### src/rtl/muldiv.sv
// Iterative multiply/divide unit holding the architectural HI/LO registers.
// Define MULDIV_DIV_EN to build the restoring divider; without it DIV/DIVU complete in one cycle with HI/LO untouched.
module muldiv #(
    parameter int WIDTH = 32
) (
    input  logic             clk,
    input  logic             reset,
    input  logic             start,
    input  logic [1:0]       op,
    input  logic [WIDTH-1:0] rs_data,
    input  logic [WIDTH-1:0] rt_data,
    input  logic             mthi,
    input  logic             mtlo,
    input  logic [WIDTH-1:0] wrdata,
    output logic             busy,
    output logic             done,
    output logic [WIDTH-1:0] hi,
    output logic [WIDTH-1:0] lo
);

    localparam int CW = $clog2(WIDTH + 1);

    typedef enum logic [1:0] {IDLE, ITER, FIX} state_t;

    state_t           state;
    logic [CW-1:0]    cnt;
    logic [WIDTH:0]   acc_hi;
    logic [WIDTH-1:0] acc_lo;
    logic [WIDTH-1:0] opb;
    logic             is_div;
    logic             neg_res;

    // op[0]==0 marks the signed forms; magnitudes are unsigned so the most-negative value fits
    logic             rs_neg, rt_neg;
    logic [WIDTH-1:0] rs_mag, rt_mag;
    assign rs_neg = ~op[0] & rs_data[WIDTH-1];
    assign rt_neg = ~op[0] & rt_data[WIDTH-1];
    assign rs_mag = rs_neg ? -rs_data : rs_data;
    assign rt_mag = rt_neg ? -rt_data : rt_data;

    logic [WIDTH:0]     mul_sum;
    logic [2*WIDTH-1:0] prod, prod_fix;
    assign mul_sum  = acc_hi + (acc_lo[0] ? {1'b0, opb} : '0);
    assign prod     = {acc_hi[WIDTH-1:0], acc_lo};
    assign prod_fix = neg_res ? -prod : prod;

`ifdef MULDIV_DIV_EN
    logic             neg_rem;
    logic [WIDTH:0]   div_shift, div_trial;
    logic             div_ge;
    logic [WIDTH-1:0] rem_mag;
    assign div_shift = {acc_hi[WIDTH-1:0], acc_lo[WIDTH-1]};
    assign div_ge    = div_shift >= {1'b0, opb};
    assign div_trial = div_shift - {1'b0, opb};
    assign rem_mag   = acc_hi[WIDTH-1:0];
`endif

    always_ff @(posedge clk) begin
        if (reset) begin
            state   <= IDLE;
            busy    <= 1'b0;
            done    <= 1'b0;
            hi      <= '0;
            lo      <= '0;
            cnt     <= '0;
            acc_hi  <= '0;
            acc_lo  <= '0;
            opb     <= '0;
            is_div  <= 1'b0;
            neg_res <= 1'b0;
`ifdef MULDIV_DIV_EN
            neg_rem <= 1'b0;
`endif
        end else begin
            done <= 1'b0;
            case (state)
                IDLE: begin
                    if (start) begin
                        state   <= ITER;
                        busy    <= 1'b1;
                        cnt     <= CW'(WIDTH);
                        is_div  <= op[1];
                        neg_res <= rs_neg ^ rt_neg;
                        acc_hi  <= '0;
                        acc_lo  <= op[1] ? rs_mag : rt_mag;
                        opb     <= op[1] ? rt_mag : rs_mag;
`ifdef MULDIV_DIV_EN
                        neg_rem <= rs_neg;
`endif
                    end else begin
                        if (mthi) hi <= wrdata;
                        if (mtlo) lo <= wrdata;
                    end
                end
                ITER: begin
`ifndef MULDIV_DIV_EN
                    if (is_div) begin
                        state <= IDLE;
                        busy  <= 1'b0;
                        done  <= 1'b1;
                    end else
`endif
                    begin
                        cnt <= cnt - 1'b1;
                        if (cnt == CW'(1)) state <= FIX;
`ifdef MULDIV_DIV_EN
                        if (is_div) begin
                            acc_hi <= div_ge ? div_trial : div_shift;
                            acc_lo <= {acc_lo[WIDTH-2:0], div_ge};
                        end else
`endif
                        begin
                            acc_hi <= {1'b0, mul_sum[WIDTH:1]};
                            acc_lo <= {mul_sum[0], acc_lo[WIDTH-1:1]};
                        end
                    end
                end
                FIX: begin
                    state <= IDLE;
                    busy  <= 1'b0;
                    done  <= 1'b1;
`ifdef MULDIV_DIV_EN
                    if (is_div) begin
                        lo <= neg_res ? -acc_lo : acc_lo;
                        hi <= neg_rem ? -rem_mag : rem_mag;
                    end else
`endif
                    begin
                        hi <= prod_fix[2*WIDTH-1:WIDTH];
                        lo <= prod_fix[WIDTH-1:0];
                    end
                end
                default: state <= IDLE;
            endcase
        end
    end

endmodule

### config.mk
export PLATFORM = sky130hd
export DESIGN_NAME = muldiv
export DESIGN_NICKNAME = d
export VERILOG_FILES = /design/src/rtl/muldiv.sv
export SDC_FILE = /design/constraint.sdc
export NUM_CORES = 1
export LEC_CHECK = 0
export CAP_MARGIN = 20
export CORE_MARGIN = 1
export CORE_UTILIZATION = 40
export CTS_BUF_LIST = sky130_fd_sc_hd__clkbuf_16
export CTS_CLUSTER_SIZE = 20
export DETAILED_ROUTE_END_ITERATION = 10
export SLEW_MARGIN = 20
export SYNTH_ARGS = -nofsm -noshare
export SYNTH_HDL_FRONTEND = slang
export SYNTH_SLANG_ARGS = --single-unit
### constraint.sdc
create_clock -name clk -period 7.81 [get_ports clk]
set_input_delay 1.562 -clock clk [delete_from_list [all_inputs] [get_ports clk]]
set_output_delay 1.562 -clock clk [all_outputs]
set_load 0.01 [all_outputs]
Word-level counts from Yosys, hierarchy flattened
Cells that the tools add are included.
{ "word_totals": {"reg_bits": 173, "in_bits": 103, "out_inout_bits": 66, "elab_cells": 70} }
{ "classes": {"addsub": 5, "eq_ne": 10, "mux": 30, "bitwise": 4, "n_reduce_logical": 10} }
{ "ops": {"columns": ["op", "n"], "rows": [
  ["$mux W32", 11],
  ["$pmux W32 S2", 3],
  ["$mux W33", 2],
  ["$pmux W33 S2", 1],
  ["$mux W64", 1],
  ["$neg A32 Y32", 2],
  ["$neg A64 Y64", 1],
  ["$add A33 B32 Y33", 1],
  ["$mux W6", 2],
  ["$ne A2 B2 Y1 const B", 6],
  ["$pmux W6 S2", 1],
  ["$reduce_and A3 Y1", 4],
  ["$eq A6 B1 Y1 const B", 1],
  ["$mux W2", 3],
  ["$sub A6 B1 Y6 const B", 1],
  ["$pmux W2 S2", 1],
  ["$reduce_and A2 Y1", 2],
  ["$reduce_bool A2 Y1", 2],
  ["$mux W1", 3],
  ["$ne A3 B3 Y1 const B", 1],
  ["$pmux W1 S3", 1],
  ["$reduce_bool A3 Y1", 1],
  ["$and A1 B1 Y1", 2],
  ["$eq A2 B1 Y1 const B", 1],
  ["other kinds (5)", 5]
]} }

Logic depth before layout (Yosys ltp)
{ "depth": {"ltp_word": 6, "mapped_depth": 14, "depth_no_buf": 12} }

Worst setup path before layout
No wires, ideal clock.
{ "synth_path": {"path_type": "input to register", "from": "input port rs_data[12]", "to": "register acc_lo[28]", "setup_ps": 95, "arrival_time_ps": 4216, "required_time_ps": 7715, "path_slack_ps": 3498, "path_stages": 9, "path_buffers": 1, "cell_sequence": "or3_1 or4b_4 or4_4 buf_6 or4_4 o21ai_0 xnor2_1 o21ai_0 a221oi_1"} }
{ "synth_between": {"elab_chain_cells": 5} }
{ "synth_lines": {"columns": ["item", "line", "source"], "rows": [
  ["start: declaration", "10", "input logic [WIDTH-1:0] rs_data,"],
  ["$neg A32 Y32", "38", "assign rs_mag = rs_neg ? -rs_data : rs_data;"],
  ["$mux W32", "38", null],
  ["$mux W32", "85", "acc_lo <= op[1] ? rs_mag : rt_mag;"],
  ["$mux W32", "78", "if (start) begin"],
  ["$pmux W32 S2", "76", "case (state)"],
  ["end signal: assignment", "85", null],
  ["end signal: assignment", "114", "acc_lo <= {mul_sum[0], acc_lo[WIDTH-1:1]};"],
  ["end: declaration", "28", "logic [WIDTH-1:0] acc_lo;"]
]} }
No other way between the ends. The select of a mux whose other input is x is not followed.
A chain may end at the register's enable or synchronous reset.

Worst setup path after layout
{ "layout_path": {"from": "input port rs_data[8]", "to": "register acc_lo[28]"} }
The elaborated chain is that of the path after synthesis.

==> reports/qor.csv <==
stage;metric;value;unit
placement;portBuffers;168;
global_route;grt_max_degree;80;
power;p_leak;5.143;nW
job;drv_cap;0;
clocking;clkTransAtPathRegs;0.07;ns
timing;max-slew-margin-rel;26.75;%
floorplan;start_util;40.97;%
timing;rsz0062_at_grt;false;
worst_setup_path;path_cells;clkdlybuf4s50_1, nor4_1, or4b_4, or4_4, or4_4, o21ai_0, xnor2_1, o21ai_0, a221oi_1;
placement;dpl_cell_area;13710;µm²
logic_synthesis;yosys.area.top_type_share;29.05;%
clocking;clk_latency;0.44;ns
layout;fillCellCount;2853;
timing;setup_viol;0;
global_route;grt.overflow.total;0;
worst_setup_path;crit_family;simple AND/OR/NAND/NOR gates;
worst_setup_path;critPathBufInv;1;
logic_synthesis;ys_ff_latch;172;
clocking;htreeDepth;4;
worst_setup_path;critPathMaxStageDelay;0.58;ns
logic_synthesis;synthAdderAreaFrac;4.497;%
logic_synthesis;synth_cell_types;65;
clocking;cts.sinks;172;
drt;totalWireLength;42780;µm
timing;period_minus_slack;4.529;ns
logic_synthesis;synthXorXnorAreaFrac;10.94;%
worst_setup_path;critical_path_class;input pin to flip-flop;
global_route;grt_pass1_vias;11040;
floorplan;fp-row-count;62;
logic_synthesis;ys.flop_type;dfxtp_1;
drt;vias;12300;
layout;finish.utilization;49.41;%
timing;tightest_slew;1.096;ns
timing;setup_ws;3.281;ns
worst_setup_path;worstPathArrival;4.86;ns
layout;drive_gt1_share;4.177;%
placement;place_hpwl;32850;µm
global_route;track_usage;27.61;%
placement;post-place-ws;2.844;ns
logic_synthesis;ys.warnings.count;0;
floorplan;ioPinCount;169;
drt;wl_per_cell;20.77;µm
worst_setup_path;path_max_fanout;6;
logic_synthesis;muxShareOfSynthArea;0.5911;%
logic_synthesis;synth_top_family_by_area;compound AO/OA/AOI/OAI gates;
power;power_density;175.0;nW/µm²
worst_setup_path;endpoint_kind;flip-flop;
timing;final.setup_skew;0.02036;ns
logic_synthesis;synth_fp_nets;1722;
logic_synthesis;synth_enable_flop_cells;0;
timing;drv_slew;0;
drt;first_iter_violations;1365;
clocking;tritoncts;yes;
drt;drc;0;
worst_setup_path;rrSetupSlack;3.99;ns
logic_synthesis;synthCells;1577;
timing;final-hold-violation-count;0;
floorplan;die_w;174.1;µm
power;ir_worst_vdd;142.2;µV
placement;place.gp.congestion;0.9394;
run_status;status;finished, final reports clean;
logic_synthesis;synthArstFlopShare;0;%
floorplan;die_area;30330;µm²
logic_synthesis;synthSimpleGateAreaFrac;22.06;%
clocking;cts_resized;0;
logic_synthesis;yosysTopAreaCell;dfxtp_1;
logic_synthesis;syn_avg_cell_area;7.517;µm²
layout;nets;1808;
worst_setup_path;cp-start-kind;input pin;
logic_synthesis;yosysSeqAreaShare;29.05;%
logic_synthesis;synth_compound_area_share;28.18;%
clocking;cts_max_path_buffers;2;
drt;antenna_left;0;
clocking;root_buffer;clkbuf_16;
timing;fmax;0.2208;GHz
worst_setup_path;required;8.15;ns
global_route;grt_pass1_wl;65000;µm
layout;synthToLayoutAreaGrowth;20.60;%
timing;min_period_over_period;57.99;%
logic_synthesis;syn_area;11850;µm²
clocking;cts_made_buffers;17;
layout;num_antenna_cells;0;
layout;stdcell_area;14300;µm²
logic_synthesis;synth_area_leaders;dfxtp_1 29%, xor2_1 6.8%, a21oi_1 6.4%;
clocking;cts_setup_buffers;0;
timing;finalSetupTns;0;ns
min_path;hold_path_class;flip-flop to flip-flop;
floorplan;die_h;174.1;µm
drt;avgViaCountPerCell;5.972;
worst_setup_path;crit_slowest_cell;or4_4;
drt;first_pass_iters;6;
floorplan;core-area;28940;µm²
clocking;cts-hold-fix-buffers;0;
global_route;antenna_found_initial;0;
[layout by cell type (no fill, tap or decap), types with 6 or more instances in the layout]
cell type / instances
a21o_1: 11
nand2b_1: 13
clkdlybuf4s50_1: 166
o31ai_1: 35
or3_1: 14
a22oi_1: 16
xor2_1: 92
a21oi_1: 150
or4_1: 13
nor3_1: 45
o21ai_0: 107
and2_1: 36
xnor2_1: 56
nor2b_1: 10
buf_4: 15
nor2_1: 183
clkbuf_16: 17
a31o_2: 6
nand2_1: 145
o41ai_1: 17
a31oi_1: 12
nand3b_1: 8
a211oi_1: 44
ha_1: 40
o211ai_1: 19
dfxtp_1: 171
a221oi_1: 19
o221ai_1: 7
nand3_1: 22
nor4_1: 24
a2111oi_0: 11
a222oi_1: 14
nand4_1: 11
inv_1: 31
mux2i_1: 7
[final timing paths]
path	startpoint	to	cells after the start
worst max-delay path	rs_data[8]	acc_lo[28]	9
worst min register to register	opb[12]	opb[12]	2
worst min-delay path	opb[12]	opb[12]	2
worst max register to register	acc_lo[0]	acc_hi[31]	11
[cells in the mapped netlist, drive strengths merged (15+ instances only)]
library cell and count:
inv 30, a221oi 20, a21oi 152, nand2 145, a211oi 44, nor4 24, ha 41, o21ai 108
dfxtp 172, and2 36, o211ai 19, nand3 22, nor2 185, or4 15, a22oi 16, nor3 45
xor2 92, o31ai 36, clkbuf 107, xnor2 56, o41ai 17
[power by group]
part           internal, W  switching [W]  total (W)
logic             0.000253       0.000375   0.000629
clock network     0.000425       0.000420   0.000845
registers         0.000945      0.0000824    0.00103
[through the flow]
stage | total power [W] | cells | hold WS (ns)
CTS | 0.002498 | 2059 | 0.4512
finish | 0.002502 | 2060 | 0.4496
floorplan | 0.001389 | 1577 | 0.4273
detailed placement | 0.001662 | 2027 | 0.4430
global route | 0.002608 | 2060 | 0.4721
global placement | 0.001656 | 2027 | 0.4368
[worst min-delay path, stage by stage (launching register included)]
cell and delay [ns]:
dfxtp_1 0.31, nand2_1 0.05, a21oi_1 0.05
[final cells by class]
cell class	instances	area, µm²	area share, %
multi-input cells	1259	7889	55.18
flip-flops and latches	172	3445	24.09
repair buffers	183	1794	12.55
well taps	384	480.5	3.361
clock buffers	17	425.4	2.976
clock inverters	15	150.1	1.050
inverters	30	112.6	0.7877
[flip-flops by register name, summed over array words and instances, names as in the netlist]
| signal | flops |
|---|---|
| acc_hi | 32 |
| acc_lo | 32 |
| hi | 32 |
| lo | 32 |
| opb | 32 |
| cnt | 6 |
| state | 2 |
| busy | 1 |
| done | 1 |
| is_div | 1 |
| neg_res | 1 |
[kinds of logic (layout without fill, tap and decap cells)]
group	Yosys count	count (layout)
compound gates	511	511
xor+xnor	148	148
fa+ha+maj	42	42
buf+inv	146	245
flops	172	172
mux	7	7
simple gates	551	551
[per-layer routing]
| metal | global-route usage, % | up-vias | part of all wire (%) |
|---|---|---|---|
| li1 | - | 5945 | - |
| met1 | 40.05 | 5790 | 47 |
| met2 | 41.43 | 518 | 42 |
| met3 | 3.828 | 50 | 6.9 |
| met4 | 9.649 | 0 | 3.1 |
| met5 | 0 | - | 0 |
Power figures use the tool's default switching activity.
